**src/rtl/sipo_pkg.sv**
```systemverilog
// Shared definitions for the SIPO deserializer: FSM state encoding and the
// default word width.
package sipo_pkg;

  localparam int DEFAULT_WIDTH = 8;

  typedef enum logic [1:0] {
    IDLE   = 2'd0,
    SHIFT  = 2'd1,
    PARITY = 2'd2
  } state_t;

endpackage

```
**src/rtl/sipo_deserializer_if.sv**
```systemverilog
// Serial input / parallel output bundle for the deserializer.
// slave  : the deserializer side (takes serial bits, drives the word buffer).
// master : the surrounding logic (drives serial bits and outReady).
interface sipo_deserializer_if
  import sipo_pkg::*;
#(
  parameter int WIDTH = DEFAULT_WIDTH
);

  logic             serialIn;
  logic             serialValid;
  logic             frameStart;
  logic [WIDTH-1:0] parallelOut;
  logic             outValid;
  logic             outReady;
  logic             overrun;
  logic             parityError;

  modport slave (
    input  serialIn, serialValid, frameStart, outReady,
    output parallelOut, outValid, overrun, parityError
  );

  modport master (
    output serialIn, serialValid, frameStart, outReady,
    input  parallelOut, outValid, overrun, parityError
  );

endinterface

```
**src/rtl/sipo_shift_reg.sv**
```systemverilog
// Shift/placement register for the deserializer. Each load shifts one bit in
// so that, after WIDTH loads, the first bit sits at [WIDTH-1] (MSB_FIRST=1)
// or at [0] (MSB_FIRST=0). A load together with clear starts a fresh word
// whose only content is the incoming bit. o_next exposes the value the
// register takes on a load so the caller can capture a word on the same edge
// that accepts its final bit.
module sipo_shift_reg #(
  parameter int WIDTH     = 8,
  parameter bit MSB_FIRST = 1'b1
) (
  input  logic             clock,
  input  logic             _reset,
  input  logic             i_load,
  input  logic             i_clear,
  input  logic             i_bit,
  output logic [WIDTH-1:0] o_q,
  output logic [WIDTH-1:0] o_next
);

  logic [WIDTH-1:0] r_q;
  logic [WIDTH-1:0] w_base;
  logic [WIDTH-1:0] w_next;

  // Compute the post-shift value, starting from zero when a new frame begins.
  always_comb begin
    w_base = i_clear ? '0 : r_q;
    if (MSB_FIRST) begin
      w_next = {w_base[WIDTH-2:0], i_bit};
    end else begin
      w_next = {i_bit, w_base[WIDTH-1:1]};
    end
  end

  // Shift register state; cleared asynchronously by reset.
  always_ff @(posedge clock or negedge _reset) begin
    if (!_reset) begin
      r_q <= '0;
    end else if (i_load) begin
      r_q <= w_next;
    end else if (i_clear) begin
      r_q <= '0;
    end
  end

  assign o_q    = r_q;
  assign o_next = w_next;

endmodule

```
**src/rtl/sipo_deserializer.sv**
```systemverilog
// Parametrised serial-in/parallel-out deserializer. Frames a gated serial
// stream into WIDTH-bit words (bit order set by MSB_FIRST) and presents each
// word through a one-deep valid/ready buffer. A word completing while the
// buffer is full and not being consumed is dropped and flagged on overrun.
// Optional feature macro: DESER_PARITY_EN adds a trailing even-parity bit per
// frame and reports the check on parityError (tied 0 when undefined).
module sipo_deserializer
  import sipo_pkg::*;
#(
  parameter int WIDTH     = DEFAULT_WIDTH,
  parameter bit MSB_FIRST = 1'b1
) (
  input logic                 clock,
  input logic                 _reset,
  sipo_deserializer_if.slave  bus
);

  localparam int               CNT_W    = $clog2(WIDTH + 1);
  localparam logic [CNT_W-1:0] LAST_BIT = CNT_W'(WIDTH - 1);
  localparam logic [CNT_W-1:0] CNT_ONE  = CNT_W'(1);

  state_t           r_state;
  state_t           w_state_nxt;
  logic [CNT_W-1:0] r_bit_cnt;
  logic [CNT_W-1:0] w_bit_cnt_nxt;
  logic             w_load;
  logic             w_clear;
  logic             w_complete;

  logic [WIDTH-1:0] w_shift_q;
  logic [WIDTH-1:0] w_shift_next;
  logic [WIDTH-1:0] w_word;
  logic             w_word_par;

  logic [WIDTH-1:0] r_out_data;
  logic             r_out_valid;
  logic             r_overrun;
  logic             r_par_err;

  sipo_shift_reg #(
    .WIDTH     (WIDTH),
    .MSB_FIRST (MSB_FIRST)
  ) u_shift (
    .clock   (clock),
    ._reset  (_reset),
    .i_load  (w_load),
    .i_clear (w_clear),
    .i_bit   (bus.serialIn),
    .o_q     (w_shift_q),
    .o_next  (w_shift_next)
  );

  // FSM state and bit counter registers.
  always_ff @(posedge clock or negedge _reset) begin
    if (!_reset) begin
      r_state   <= IDLE;
      r_bit_cnt <= '0;
    end else begin
      r_state   <= w_state_nxt;
      r_bit_cnt <= w_bit_cnt_nxt;
    end
  end

  // Next-state logic: frameStart restarts framing from any state; otherwise
  // bits accumulate in SHIFT until the last data bit (then the parity bit).
  always_comb begin
    w_state_nxt   = r_state;
    w_bit_cnt_nxt = r_bit_cnt;
    w_load        = 1'b0;
    w_clear       = 1'b0;
    w_complete    = 1'b0;
    if (bus.serialValid) begin
      if (bus.frameStart) begin
        w_state_nxt   = SHIFT;
        w_bit_cnt_nxt = CNT_ONE;
        w_load        = 1'b1;
        w_clear       = 1'b1;
      end else begin
        unique case (r_state)
          SHIFT: begin
            w_load = 1'b1;
            if (r_bit_cnt == LAST_BIT) begin
`ifdef DESER_PARITY_EN
              w_state_nxt   = PARITY;
              w_bit_cnt_nxt = r_bit_cnt + CNT_ONE;
`else
              w_state_nxt   = IDLE;
              w_bit_cnt_nxt = '0;
              w_complete    = 1'b1;
`endif
            end else begin
              w_bit_cnt_nxt = r_bit_cnt + CNT_ONE;
            end
          end
          PARITY: begin
            w_state_nxt   = IDLE;
            w_bit_cnt_nxt = '0;
            w_complete    = 1'b1;
          end
          default: begin
          end
        endcase
      end
    end
  end

`ifdef DESER_PARITY_EN
  logic r_par_acc;

  // Running XOR of the data bits of the current frame.
  always_ff @(posedge clock or negedge _reset) begin
    if (!_reset) begin
      r_par_acc <= 1'b0;
    end else if (w_load) begin
      r_par_acc <= (w_clear ? 1'b0 : r_par_acc) ^ bus.serialIn;
    end
  end

  // The word is already complete in the shift register when the parity bit
  // arrives; the parity bit itself folds into the error flag.
  assign w_word     = w_shift_q;
  assign w_word_par = r_par_acc ^ bus.serialIn;
`else
  // Completion happens on the last data bit, so capture the post-shift value.
  assign w_word     = w_shift_next;
  assign w_word_par = 1'b0;
`endif

  // One-deep output buffer with overrun detection on a full, stalled buffer.
  always_ff @(posedge clock or negedge _reset) begin
    if (!_reset) begin
      r_out_data  <= '0;
      r_out_valid <= 1'b0;
      r_overrun   <= 1'b0;
      r_par_err   <= 1'b0;
    end else begin
      r_overrun <= 1'b0;
      if (w_complete) begin
        if (!r_out_valid || bus.outReady) begin
          r_out_data  <= w_word;
          r_out_valid <= 1'b1;
          r_par_err   <= w_word_par;
        end else begin
          r_overrun <= 1'b1;
        end
      end else if (r_out_valid && bus.outReady) begin
        r_out_valid <= 1'b0;
      end
    end
  end

  assign bus.parallelOut = r_out_data;
  assign bus.outValid    = r_out_valid;
  assign bus.overrun     = r_overrun;
  assign bus.parityError = r_par_err;

endmodule
```
**src/flat_wrapper.sv**
```systemverilog
// flat-port wrapper written by rule: the top's interface ports become plain ports
module sipo_deserializer_flat import sipo_pkg::*;
#(
  parameter int WIDTH     = DEFAULT_WIDTH,
  parameter bit MSB_FIRST = 1'b1
)
  (clock, _reset, bus_serialIn, bus_serialValid, bus_frameStart, bus_outReady, bus_parallelOut, bus_outValid, bus_overrun, bus_parityError);
  sipo_deserializer_if #(.WIDTH(WIDTH)) bus_i ();
  input logic clock;
  input logic _reset;
  input wire logic [$bits(bus_i.serialIn)-1:0] bus_serialIn;
  input wire logic [$bits(bus_i.serialValid)-1:0] bus_serialValid;
  input wire logic [$bits(bus_i.frameStart)-1:0] bus_frameStart;
  input wire logic [$bits(bus_i.outReady)-1:0] bus_outReady;
  output wire logic [$bits(bus_i.parallelOut)-1:0] bus_parallelOut;
  output wire logic [$bits(bus_i.outValid)-1:0] bus_outValid;
  output wire logic [$bits(bus_i.overrun)-1:0] bus_overrun;
  output wire logic [$bits(bus_i.parityError)-1:0] bus_parityError;
  assign bus_i.serialIn = bus_serialIn;
  assign bus_i.serialValid = bus_serialValid;
  assign bus_i.frameStart = bus_frameStart;
  assign bus_i.outReady = bus_outReady;
  assign bus_parallelOut = bus_i.parallelOut;
  assign bus_outValid = bus_i.outValid;
  assign bus_overrun = bus_i.overrun;
  assign bus_parityError = bus_i.parityError;
  sipo_deserializer #(.WIDTH(WIDTH), .MSB_FIRST(MSB_FIRST)) u_core (.clock(clock), ._reset(_reset), .bus(bus_i));
endmodule
```
**config.mk**
```make
export PLATFORM = sky130hd
export DESIGN_NAME = sipo_deserializer_flat
export DESIGN_NICKNAME = d
export VERILOG_FILES = /design/src/rtl/sipo_pkg.sv /design/src/rtl/sipo_deserializer_if.sv /design/src/rtl/sipo_shift_reg.sv /design/src/rtl/sipo_deserializer.sv /design/src/flat_wrapper.sv
export SDC_FILE = /design/constraint.sdc
export NUM_CORES = 1
export LEC_CHECK = 0
export ABC_AREA = 1
export BUFFER_PORTS_ARGS = -buffer_cell sky130_fd_sc_hd__buf_2
export CORE_ASPECT_RATIO = 1.2
export CORE_MARGIN = 3
export CORE_UTILIZATION = 40
export CTS_BUF_LIST = sky130_fd_sc_hd__clkbuf_2
export DETAILED_ROUTE_END_ITERATION = 16
export GPL_TIMING_DRIVEN = 0
export PLACE_DENSITY_LB_ADDON = 0.3
export SKIP_LAST_GASP = 1
export SYNTH_ARGS = -nofsm -noshare
export SYNTH_HDL_FRONTEND = slang
export SYNTH_SLANG_ARGS = --single-unit
```
**constraint.sdc**
```tcl
create_clock -name clock -period 3.8 [get_ports clock]
set_clock_uncertainty 0.2 [all_clocks]
set_input_delay 0.76 -clock clock [delete_from_list [all_inputs] [get_ports clock]]
set_output_delay 0.76 -clock clock [all_outputs]
set_load 0.005 [all_outputs]
```
Word-level counts from Yosys, hierarchy flattened
Index checks and enable logic that the tools add are counted.
Widths: inputs -> output; s select.
{ "word_totals": {"output_inout_bits": 11, "input_bits": 6, "ff_bits": 23, "word_cells": 43} }
{ "op_classes": {"n_mux": 22, "n_eq_ne": 5, "n_reduce_logical": 9, "addsub": 1} }
{ "op_table": {"columns": ["op", "n"], "rows": [
  ["$mux 7", 2],
  ["$mux 1", 13],
  ["$mux 4", 2],
  ["$pmux 4 s2", 1],
  ["$reduce_and 2->1", 3],
  ["$add 4x1->4 const B", 1],
  ["$eq 4x3->1 const B", 1],
  ["$mux 2", 2],
  ["$pmux 2 s2", 1],
  ["$ne 3x2->1 const B", 1],
  ["$reduce_and 3->1", 1],
  ["$reduce_bool 3->1", 1],
  ["$eq 2x1->1 const B", 1],
  ["$eq 2x2->1 const B", 1],
  ["$ne 2x2->1 const B", 1],
  ["$pmux 1 s2", 1],
  ["$reduce_bool 2->1", 1],
  ["$logic_and 1x1->1", 1],
  ["$logic_not 1->1", 1],
  ["$logic_or 1x1->1", 1]
]} }

Logic depth before layout (Yosys ltp)
Gate-level depths: netlist (run 1).
{ "depth": {"depth_word": 7, "ltp_mapped": 6, "ltp_nobuf": 6} }

By module
A second synthesis (run 1) with hierarchy kept.
{ "unflattened": {"cells_unflattened": 134, "area_unflattened_um2": 1146.1} }
{ "modules_own_cells": {"columns": ["module", "cells_each", "seq_area_each_um2", "area_per_inst_um2", "instances"], "rows": [
  ["sipo_deserializer", 81, 375.4, 708.2, 1],
  ["sipo_shift_reg", 53, 200.2, 437.9, 1]
]} }

Worst setup path after synthesis (run 1)
Ideal clock, no wire load.
{ "synth_timing": {"kind": "input to register", "startpoint": "input bus_serialValid", "endpoint": "register u_core.u_shift.r_q[2] (netlist: u_core.u_shift.o_q[2])", "required_ps": 3474, "t_arrival_ps": 1189, "setup_time_ps": 126, "path_buffers": 1, "stages": 5, "path_slack_ps": 2285, "path_cell_list": "nand2_2 -> nand2_2 -> buf_6 -> nand2_1 -> o21ai_0"} }
{ "synth_via": {"elab_chain_len": 3, "word_cells_on_any_way": 4, "classes_between": "mux: 4"} }
{ "synth_lines": {"columns": ["element", "line", "rtl"], "rows": [
  ["start: declaration", "flat_wrapper.sv:12", "input wire logic [$bits(bus_i.serialValid)-1:0] bus_serialValid;"],
  ["$mux 1", "sipo_deserializer.sv:72", "if (bus.serialValid) begin"],
  ["$mux 7", null, null],
  ["$mux 7 *", "sipo_shift_reg.sv:38", "end else if (i_load) begin"],
  ["end signal: assignment", "sipo_shift_reg.sv:39", "r_q <= w_next;"],
  ["end: declaration", "sipo_shift_reg.sv:20", "logic [WIDTH-1:0] r_q;"]
]} }
Mark *: on every way between the ends. The rest lies on a longest branch, timed or not.
A chain may end at the register's enable or synchronous reset.

Worst setup path after layout (run 1)
{ "layout_timing": {"startpoint": "register u_core.r_out_valid (netlist: u_core.bus.outValid)", "endpoint": "output bus_outValid"} }
{ "layout_rtl": {"columns": ["element", "line", "rtl"], "rows": [
  ["start: declaration", "sipo_deserializer.sv:36", "logic r_out_valid;"],
  ["start signal: assignment", "sipo_deserializer.sv:133", "r_out_valid <= 1'b0;"],
  ["start signal: assignment", "sipo_deserializer.sv:141", "r_out_valid <= 1'b1;"],
  ["start signal: assignment", "sipo_deserializer.sv:147", "r_out_valid <= 1'b0;"],
  ["end: declaration", "flat_wrapper.sv:16", "output wire logic [$bits(bus_i.outValid)-1:0] bus_outValid;"]
]} }
No word-level cell between the ends.

==> results of run 1 <==
[through the flow]
stage / instances / power [µW] / area (µm²)
after CTS: 166 / 443.8 / 1135
after global routing: 166 / 469.2 / 1135
after global placement: 162 / 349.1 / 1116
after floorplan: 116 / 323.5 / 1002
after detailed placement: 162 / 353.5 / 1116
final: 166 / 439.0 / 1135
[cells by family after synthesis]
kind of cell,Yosys count
buffers and inverters,16
adders and majority gates,1
other,1
DFF,22
AOI/OAI and AO/OA,10
and+or+nand+nor,66
[cell usage after synthesis]
| cell type | count | area, µm² |
|---|---|---|
| nor2_1 | 9 | 33.78 |
| nand3_4 | 1 | 17.52 |
| buf_4 | 1 | 7.510 |
| conb_1 | 1 | 3.750 |
| nand3_2 | 1 | 10.01 |
| buf_2 | 1 | 5.000 |
| nand2_1 | 36 | 135.1 |
| o22ai_1 | 1 | 6.260 |
| inv_1 | 12 | 45.04 |
| o21ai_1 | 2 | 10.01 |
| inv_2 | 1 | 3.750 |
| nand3_1 | 10 | 50.05 |
| nand4_1 | 2 | 12.51 |
| a21oi_1 | 1 | 5.000 |
| o21ai_0 | 6 | 30.03 |
| nor3_1 | 1 | 5.000 |
| nand2_2 | 3 | 18.77 |
| nor2_4 | 2 | 22.52 |
| dfrtp_1 | 22 | 550.5 |
| nor2_2 | 1 | 6.260 |
| ha_1 | 1 | 12.51 |
| buf_6 | 1 | 11.26 |
[final cells by class]
| type | count | area (µm²) |
|---|---|---|
| clock buffer | 3 | 15.01 |
| clock inverter | 1 | 3.754 |
| inverter | 13 | 48.80 |
| fill | 247 | 1195 |
| multi-input combinational | 78 | 379.1 |
| buffer | 3 | 23.77 |
| sequential | 22 | 550.5 |
| tap | 31 | 38.79 |
| timing repair buffer | 15 | 75.07 |
[flip-flops by register name (all words and copies together), names as in the netlist]
| signal | count |
|---|---|
| u_core.bus.outValid | 1 |
| u_core.bus.overrun | 1 |
| u_core.bus.parallelOut | 8 |
| u_core.r_bit_cnt | 4 |
| u_core.r_state | 1 |
| u_core.u_shift.o_q | 7 |
[per-layer routing]
layer / GRT usage, % / wire, µm / vias up / part of all wire, %
met5: 0 / 0 / - / 0
met4: 5.618 / 17 / 0 / 0.92
met3: 2.211 / 54 / 2 / 2.9
met2: 24.91 / 906 / 11 / 49
met1: 17.68 / 863 / 385 / 47
li1: - / - / 401 / -
[how the worst max path moves through the flow]
stage / start / endpoint / slack (ns) / cells after the start
detailed placement: bus_serialValid / u_core.bus.parallelOut[4]$_DFFE_PN0P_ / 2.00 / 6
floorplan: bus_serialValid / u_core.u_shift.o_q[2]$_DFF_PN0_ / 2.29 / 5
finish: u_core.bus.outValid$_DFFE_PN0P_ / bus_outValid / 1.98 / 1
CTS: u_core.bus.parallelOut[4]$_DFFE_PN0P_ / bus_parallelOut[4] / 1.97 / 1
global placement: bus_serialValid / u_core.bus.parallelOut[2]$_DFFE_PN0P_ / 2.03 / 6
global route: u_core.bus.parallelOut[1]$_DFFE_PN0P_ / bus_parallelOut[1] / 1.90 / 1
[power groups by stage]
| stage | Clock (µW) | Sequential, µW | Combinational [µW] |
|---|---|---|---|
| floorplan | 0 | 276 | 47.7 |
| global placement | 0 | 276 | 73.3 |
| detailed placement | 0 | 277 | 76.2 |
| CTS | 94.6 | 273 | 76.5 |
| global route | 107 | 276 | 86.5 |
| finish | 92.0 | 273 | 74.3 |
[layout by cell type (no fill, tap or decap), drive strengths merged]
cell     n
nand2   39
dfrtp   22
buf     18
inv     13
nand3   12
nor2    12
o21ai    8
clkbuf   3
nand4    2
o22ai    1
nor3     1
a21oi    1
ha       1
conb     1
clkinv   1
==> flow_metrics.env, run 1 <==
export IMPL_syn2layout_area_growth_pct=13.23
export IMPL_io_buffer_count=15
export IMPL_leakagePower_uw=0.0006261
export IMPL_start_util_pct=43.02
export IMPL_status="completed"
export IMPL_synth_top_family_by_area="simple AND/OR/NAND/NOR gates"
export IMPL_dp_hpwl_mm=1.391
export IMPL_pin_count=17
export IMPL_syn_inst=116
export IMPL_synth_seq_area_share_pct=54.93
export IMPL_synth_mux_area_share_pct=0
export IMPL_cts_resized=0
export IMPL_syn_avg_cell_area_um2=8.640
export IMPL_rsz0062_at_grt="false"
export IMPL_timing_rr_end="u_core.bus.parallelOut[4]$_DFFE_PN0P_"
export IMPL_die_h_um=60.83
export IMPL_cts_tree="done"
export IMPL_setup_viol=0
export IMPL_ys_ff_latch=22
export IMPL_p_clk_share_pct=20.9
export IMPL_ys_types=22
export IMPL_p_sw_uw=129.5
export IMPL_diodes=0
export IMPL_maxCapViolCount=0
export IMPL_slowest_stage="dfrtp_1"
export IMPL_drtPass1Iterations=4
export IMPL_totalWireLength_mm=1.840
export IMPL_r2r_slack_ns=2.29
export IMPL_slew_viol_final=0
export IMPL_vdd_drop_max_mv=0.2678
export IMPL_intPower_uw=309.5
export IMPL_cpPeakStageDelay_ns=0.42
export IMPL_clock_sinks=22
export IMPL_numCtsBuffers=3
export IMPL_drive_gt1_share_pct=22.22
export IMPL_crit_buf_inv=1
export IMPL_fin_crit_ns=1.819
export IMPL_synth_compound_area_share_pct=5.119
export IMPL_cp_end_kind="output pin"
export IMPL_wl_per_cell_um=11.08
export IMPL_vias=799
export IMPL_finalHoldViolations=0
export IMPL_crit_required_ns=2.84
export IMPL_grt_usage_pct=14.25
export IMPL_post_cts_buffers=0
export IMPL_ant_nets=0
export IMPL_criticalPathCategory="flop to output pin"
export IMPL_combPwrFrac_pct=16.9
export IMPL_drc=0
export IMPL_seq_power_share_pct=62.1
export IMPL_synth_nets=123
export IMPL_dieArea_mm2=0.003145
export IMPL_cts_hold_buffers_added=0
export IMPL_grt_pass1_vias=784
export IMPL_synth_adder_area_share_pct=1.248
export IMPL_first_iter_violations=17
export IMPL_path_delay_family="flip-flops"
export IMPL_swShare_pct=29.50
export IMPL_tns_ns=0
export IMPL_htree_levels=1
export IMPL_holdWs_ns=0.1663
export IMPL_crit_path_start_kind="flop"
export IMPL_crit_arrival_ns=0.86
export IMPL_overflow=0
export IMPL_cts_root_buf="clkbuf_2"
export IMPL_vias_per_cell=4.813
export IMPL_antenna_found_initial=0
export IMPL_clkTransAtPathRegs_ns=0.21
export IMPL_synth_cell_area_mm2=0.001002
export IMPL_finalNetCount=143
export IMPL_reg2reg_depth=6
export IMPL_critPathMaxFanout=2
export IMPL_final_util_pct=48.71
export IMPL_r2r_start="u_core.r_bit_cnt[0]$_DFFE_PN0P_"
export IMPL_die_x_um=51.70
export IMPL_synth_warnings=0
export IMPL_synth_xor_xnor_area_share_pct=0
export IMPL_hp_class="input pin to asynchronous set/reset pin"
export IMPL_crit_chain="buf_2"
export IMPL_globalplace_congestion=0.7873
export IMPL_rows=19
export IMPL_dp_slack_ns=2.004
export IMPL_grt_max_degree=23
export IMPL_fin_crit_sh_pct=47.88
export IMPL_core_mm2=0.002330
export IMPL_power_density_mw_per_mm2=386.9
export IMPL_fin_ws_ns=1.981
export IMPL_timing_fmax_ghz=0.5496
export IMPL_grt_pass1_wl_mm=3.367
export IMPL_clk_path_buf_depth=2
export IMPL_synthSimpleGateAreaFrac_pct=31.09
export IMPL_clock_latency_ns=0.31
Note: power is estimated with default switching activity, not from simulation.
==> inputs of run 2 (changes only) <==
- ABC_AREA: 1 -> 0
- clock period: 3.8 -> 1.7 ns (I/O delays scaled with it)
==> flow_metrics.env, run 2 <==
export IMPL_status="completed"
export IMPL_ant_nets=0
export IMPL_cts_root_buf="clkbuf_2"
export IMPL_synth_nets=104
export IMPL_cp_end_kind="flop"
export IMPL_drtPass1Iterations=4
export IMPL_p_clk_share_pct=22.0
export IMPL_hp_class="input pin to flop"
export IMPL_total_power_uw=1633
export IMPL_overflow=0
export IMPL_timing_rr_end="u_core.bus.parallelOut[6]$_DFFE_PN0P_"
export IMPL_crit_chain="ha_2, and4b_1, and3b_1, buf_6, buf_12, mux2i_2"
export IMPL_clock_sinks=22
export IMPL_netlist_area_leader_share_pct=53.53
export IMPL_pin_count=17
export IMPL_totalWireLength_mm=1.955
export IMPL_setup_viol=0
export IMPL_intPower_uw=1147
export IMPL_swShare_pct=29.76
export IMPL_globalplace_congestion=0.6919
export IMPL_vias_per_cell=5.162
export IMPL_cts_tree="done"
export IMPL_r2r_start="u_core.r_bit_cnt[1]$_DFFE_PN0P_"
export IMPL_antenna_found_initial=0
export IMPL_start_util_pct=43.26
export IMPL_largest_reg_flops=8
export IMPL_maxCapViolCount=0
export IMPL_io_buffer_count=15
export IMPL_diodes=0
export IMPL_grt_usage_pct=13.41
export IMPL_critPathMaxFanout=6
export IMPL_power_density_mw_per_mm2=1295
export IMPL_fin_crit_ns=1.697
export IMPL_synth_area_leaders="dfrtp_1 54%, mux2i_1 6.8%, a2bb2oi_1 6.0%"
export IMPL_synth_cell_area_mm2=0.001028
export IMPL_synth_seq_area_share_pct=53.53
export IMPL_multi_input_area_um2=396.6
export IMPL_endpoint="u_core.bus.parallelOut[6]$_DFFE_PN0P_"
export IMPL_ys_types=28
export IMPL_htree_levels=1
export IMPL_crit_start="u_core.r_bit_cnt[1]$_DFFE_PN0P_"
export IMPL_criticalPathCategory="flop to flop"
export IMPL_ys_async_sr_fraction_pct=100.0
export IMPL_core_mm2=0.002377
export IMPL_finalHoldViolations=0
export IMPL_syn_inst=97
export IMPL_syn2layout_area_growth_pct=22.63
export IMPL_slew_viol_final=0
export IMPL_combPwrFrac_pct=31.4
export IMPL_die_h_um=61.55
export IMPL_drc=0
export IMPL_syn_avg_cell_area_um2=10.60
export IMPL_seq_power_share_pct=46.5
export IMPL_fillers=225
export IMPL_crit_arrival_ns=1.75
export IMPL_rows=19
export IMPL_ys_flop_type="dfrtp_1"
export IMPL_ys_ff_latch=22
export IMPL_synth_warnings=0
export IMPL_grt_pass1_vias=742
export IMPL_drive_gt1_share_pct=26.83
export IMPL_slowest_stage="dfrtp_1"
export IMPL_die_x_um=52.29
export IMPL_fin_crit_sh_pct=99.82
export IMPL_leakagePower_uw=0.0005905
export IMPL_dieArea_mm2=0.003218
export IMPL_tns_ns=0
export IMPL_dp_hpwl_mm=1.354
export IMPL_vdd_drop_max_mv=0.5298
export IMPL_timing_fmax_ghz=0.5893
export IMPL_crit_path_start_kind="flop"
export IMPL_final_seq_area_um2=550.5
export IMPL_reg2reg_depth=6
export IMPL_layout_common_cells="22 x dfrtp_1, 16 x buf_2, 14 x inv_1"
export IMPL_first_iter_violations=13
export IMPL_clk_path_buf_depth=2
export IMPL_synth_edff_count=0
export IMPL_synth_common_cells="22 x dfrtp_1, 14 x inv_1, 12 x nand2_1"
export IMPL_crit_required_ns=1.76
export IMPL_r2r_slack_ns=0.003
export IMPL_layout_commonest_cell="dfrtp_1"
export IMPL_finalNetCount=131
export IMPL_clkTransAtPathRegs_ns=0.21
export IMPL_final_util_pct=53.05
export IMPL_vias=795
export IMPL_synth_most_common_cell="dfrtp_1"
export IMPL_grt_pass1_wl_mm=3.229
export IMPL_cpPeakStageDelay_ns=0.44
export IMPL_p_sw_uw=486.1
export IMPL_grt_max_degree=23
export IMPL_synth_largest_area_cell="dfrtp_1"
export IMPL_numCtsBuffers=3
export IMPL_rsz0062_at_grt="true"
export IMPL_wl_per_cell_um=12.69
export IMPL_clock_latency_ns=0.32
[run 2: cell types whose count changed in the layout (fill, tap and decap cells not counted), moves of 3 or more]
cell       delta
nand2_1      -24
nand3_1      -10
a2bb2oi_1     +7
nor2_1        -7
mux2i_1       +6
o22ai_1       +6
buf_4         +5
o21ai_0       -5
nand2_2       -3
[run 2: worst max-delay path: cells and delay by family, from the launching register on]
| family | cells | cell delay [ns] |
|---|---|---|
| DFF | 1 | 0.44 |
| muxes | 1 | 0.19 |
| and+or+nand+nor | 2 | 0.37 |
| buffers and inverters | 2 | 0.26 |
| adders and majority gates | 1 | 0.19 |
[run 2: logic make-up (layout without fill, tap and decap cells)]
group / Yosys count / in the layout / synth area share [%]
flip-flops: 22 / 22 / 53.53
adder cells (fa/ha/maj): 1 / 1 / 1.216
AO/OA/AOI/OAI: 22 / 22 / 15.21
buffers and inverters: 20 / 46 / 8.515
other: 1 / 1 / 0.3646
AND/OR/NAND/NOR: 22 / 22 / 11.80
multiplexers: 9 / 9 / 9.367
[run 2: through the flow]
stage / setup slack, ns / std cells / cell area, µm² / hold slack (ns)
after CTS: 0.02681 / 152 / 1242 / 0.04763
final: 0.003031 / 154 / 1261 / 0.05709
after detailed placement: -0.1341 / 143 / 1145 / 0.1300
after global placement: -0.1126 / 143 / 1145 / 0.1267
after floorplan: -0.007091 / 97 / 1031 / -0.1556
after global routing: -0.01866 / 154 / 1261 / 0.03036
[run 2: power by group through the flow]
stage	Sequential [µW]	Combinational, µW	Clock [µW]
2_1_floorplan	774	290	0
3_3_place_gp	766	452	0
4_1_cts	760	501	367
3_5_place_dp	776	466	0
5_1_grt	778	586	391
6_report	760	514	360
[run 2: what timing repair did]
action,in CTS,in global routing
hold buffers,1,0
pin swaps,1,2
endpoints found under the hold margin,22,0
setup buffers,4,2
gates resized for setup,0,1
setup endpoints to repair,5,4
[run 2: worst min path at each step]
stage                                      end    startpoint  slack (ns)  cells after the start
2_1_floorplan  u_core.bus.outValid$_DFFE_PN0P_        _reset       -0.16                      0
3_3_place_gp      u_core.bus.overrun$_DFF_PN0_        _reset        0.13                      1
3_5_place_dp   u_core.bus.outValid$_DFFE_PN0P_        _reset        0.13                      1
4_1_cts           u_core.bus.overrun$_DFF_PN0_  bus_outReady        0.05                      3
5_1_grt        u_core.bus.outValid$_DFFE_PN0P_  bus_outReady        0.03                      3
6_report          u_core.bus.overrun$_DFF_PN0_  bus_outReady        0.06                      3
[run 2: layer usage]
| metal | share of wire [%] | global-route usage, % |
|---|---|---|
| met3 | 3.4 | 1.453 |
| met4 | 0.97 | 6.934 |
| met2 | 53 | 23.58 |
| met5 | 0 | 0 |
| met1 | 43 | 16.13 |
[run 2: final cells by class]
cell class,count,area share [%]
clock inverters,1,2.381
clock buffers,3,1.190
plain buffers,6,2.778
well taps,31,3.075
inverters,14,4.167
flip-flops and latches,22,43.65
multi-input cells,55,31.45
repair buffers,22,11.31
==> inputs of run 3 (changes only) <==
- CELL_PAD_IN_SITES_DETAIL_PLACEMENT: unset -> 0
- CELL_PAD_IN_SITES_GLOBAL_PLACEMENT: unset -> 1
- SYNTH_HIERARCHICAL: unset -> 1
==> flow_metrics.env, run 3 <==
export IMPL_status="finished with violations"
export IMPL_violations="setup timing"
export IMPL_fin_crit_sh_pct=114.0
export IMPL_fin_crit_ns=1.937
export IMPL_ant_nets=0
export IMPL_p_sw_uw=298.1
export IMPL_syn2layout_area_growth_pct=16.63
export IMPL_grt_pass1_wl_mm=2.904
export IMPL_multi_input_area_um2=436.7
export IMPL_cp_end_kind="flop"
export IMPL_timing_fmax_ghz=0.5162
export IMPL_criticalPathCategory="flop to flop"
export IMPL_start_util_pct=43.68
export IMPL_crit_arrival_ns=1.95
export IMPL_die_x_um=52.52
export IMPL_combPwrFrac_pct=24.1
export IMPL_diodes=0
export IMPL_syn_avg_cell_area_um2=12.51
export IMPL_die_h_um=61.82
export IMPL_leakagePower_uw=0.0006650
export IMPL_synth_warnings=6
export IMPL_hp_class="input pin to flop"
export IMPL_antenna_found_initial=0
export IMPL_finalNonFillerCells=137
export IMPL_rsz0062_at_grt="true"
export IMPL_drtPass1Iterations=3
export IMPL_numCtsBuffers=3
export IMPL_globalplace_congestion=0.7016
export IMPL_holdWs_ns=0.06657
export IMPL_seq_power_share_pct=58.8
export IMPL_fin_ws_ns=-0.2373
export IMPL_htree_levels=1
export IMPL_synth_nets=90
export IMPL_first_iter_violations=9
export IMPL_largest_reg_flops=8
export IMPL_final_area_mm2=0.001211
export IMPL_fillers=226
export IMPL_critPathMaxFanout=8
export IMPL_layout_common_cells="21 x dfrtp_1, 16 x buf_2, 9 x mux2_4"
export IMPL_maxCapViolCount=0
export IMPL_cpPeakStageDelay_ns=0.49
export IMPL_grt_usage_pct=12.37
export IMPL_grt_max_degree=23
export IMPL_p_clk_share_pct=17.1
export IMPL_intPower_uw=803.0
export IMPL_hp_start="bus_frameStart"
export IMPL_vdd_drop_max_mv=0.5580
export IMPL_wl_per_cell_um=12.74
export IMPL_syn_inst=83
export IMPL_pin_count=17
export IMPL_vias=671
export IMPL_clock_latency_ns=0.30
export IMPL_slew_viol_final=0
export IMPL_drive_gt1_share_pct=40.57
export IMPL_path_delay_family="simple AND/OR/NAND/NOR gates"
export IMPL_vias_per_cell=4.898
export IMPL_swShare_pct=27.07
export IMPL_cts_root_buf="clkbuf_2"
export IMPL_dieArea_mm2=0.003246
export IMPL_dp_cells=129
export IMPL_clkTransAtPathRegs_ns=0.19
export IMPL_dp_hpwl_mm=1.215
export IMPL_slowest_stage="or4b_1"
export IMPL_core_mm2=0.002377
export IMPL_crit_path_start_kind="flop"
export IMPL_clk_path_buf_depth=2
export IMPL_synth_cell_area_mm2=0.001038
export IMPL_layout_commonest_cell="dfrtp_1"
export IMPL_crit_start="u_core/r_bit_cnt[0]$_DFFE_PN0P_"
export IMPL_placed_area_mm2=0.001155
export IMPL_crit_chain="ha_2, nand3b_1, or4b_1, buf_6, mux2_4"
export IMPL_crit_buf_inv=1
export IMPL_grt_pass1_vias=642
export IMPL_overflow=0
export IMPL_clock_sinks=22
export IMPL_cts_tree="done"
export IMPL_io_buffer_count=15
export IMPL_crit_required_ns=1.71
export IMPL_setup_viol=8
export IMPL_drc=0
export IMPL_finalNetCount=115
export IMPL_rows=19
export IMPL_r2r_start="u_core/r_bit_cnt[0]$_DFFE_PN0P_"
export IMPL_finalHoldViolations=0
export IMPL_power_density_mw_per_mm2=909.2
export IMPL_totalWireLength_mm=1.746
export IMPL_dp_slack_ns=-0.2868
export IMPL_tns_ns=-1.833
export IMPL_final_seq_area_um2=551.8
-- run 3: cell type report --
| class | count | share of cell area [%] |
|---|---|---|
| buffer | 5 | 3.512 |
| clock buffer | 3 | 1.240 |
| inverter | 3 | 0.9298 |
| multi-input combinational | 53 | 36.05 |
| sequential | 22 | 45.56 |
| tap | 31 | 3.202 |
| timing repair buffer | 20 | 9.504 |
-- run 3: repair_timing --
action,in CTS,in global routing
hold endpoints to repair,22,0
hold buffers,1,0
gates resized for setup,0,1
setup buffers,3,1
pin swaps,1,0
endpoints found under the setup margin,8,9
-- run 3: final timing paths --
check / depth (start not counted) / endpoint / slack, ns
setup / recovery: 5 / u_core/bus.parallelOut[0]$_DFFE_PN0P_ / -0.24
hold / removal: 2 / u_core/r_bit_cnt[1]$_DFFE_PN0P_ / 0.07
setup reg to reg: 5 / u_core/bus.parallelOut[0]$_DFFE_PN0P_ / -0.24
hold reg to reg: 1 / u_core/bus.parallelOut[4]$_DFFE_PN0P_ / 0.33
max in group asynchronous: 2 / u_core/r_state[0]$_DFFE_PN0P_ / 0.67
min in group asynchronous: 2 / u_core/bus.parallelOut[5]$_DFFE_PN0P_ / 0.29
-- run 3: metrics by stage --
step / power, µW / utilization, %
2_1_floorplan: 817.1 / -
3_3_place_gp: 887.2 / 48.58
3_5_place_dp: 899.5 / 48.58
4_1_cts: 1113 / 50.58
5_1_grt: 1189 / 50.95
6_report: 1101 / 50.95
-- run 3: power groups by stage --
stage | Combinational (µW) | Sequential (µW) | Clock, µW
2_1_floorplan | 164 | 653 | 0
3_3_place_gp | 231 | 657 | 0
3_5_place_dp | 237 | 662 | 0
4_1_cts | 264 | 648 | 201
5_1_grt | 297 | 664 | 229
6_report | 265 | 648 | 188
-- run 3: worst register-to-register path, stage by stage (launching register included) --
cell      delay [ns]
dfrtp_1         0.40
ha_2            0.18
nand3b_1        0.10
or4b_1          0.49
buf_6           0.17
mux2_4          0.30
-- run 3: routing by layer --
| layer | share of wire [%] | wire (µm) | vias up | GRT usage [%] |
|---|---|---|---|---|
| met2 | 52 | 913 | 11 | 20.39 |
| li1 | - | - | 329 | - |
| met4 | 0.92 | 16 | 0 | 7.664 |
| met5 | 0 | 0 | - | 0 |
| met1 | 43 | 759 | 329 | 15.08 |
| met3 | 3.2 | 56 | 2 | 2.148 |
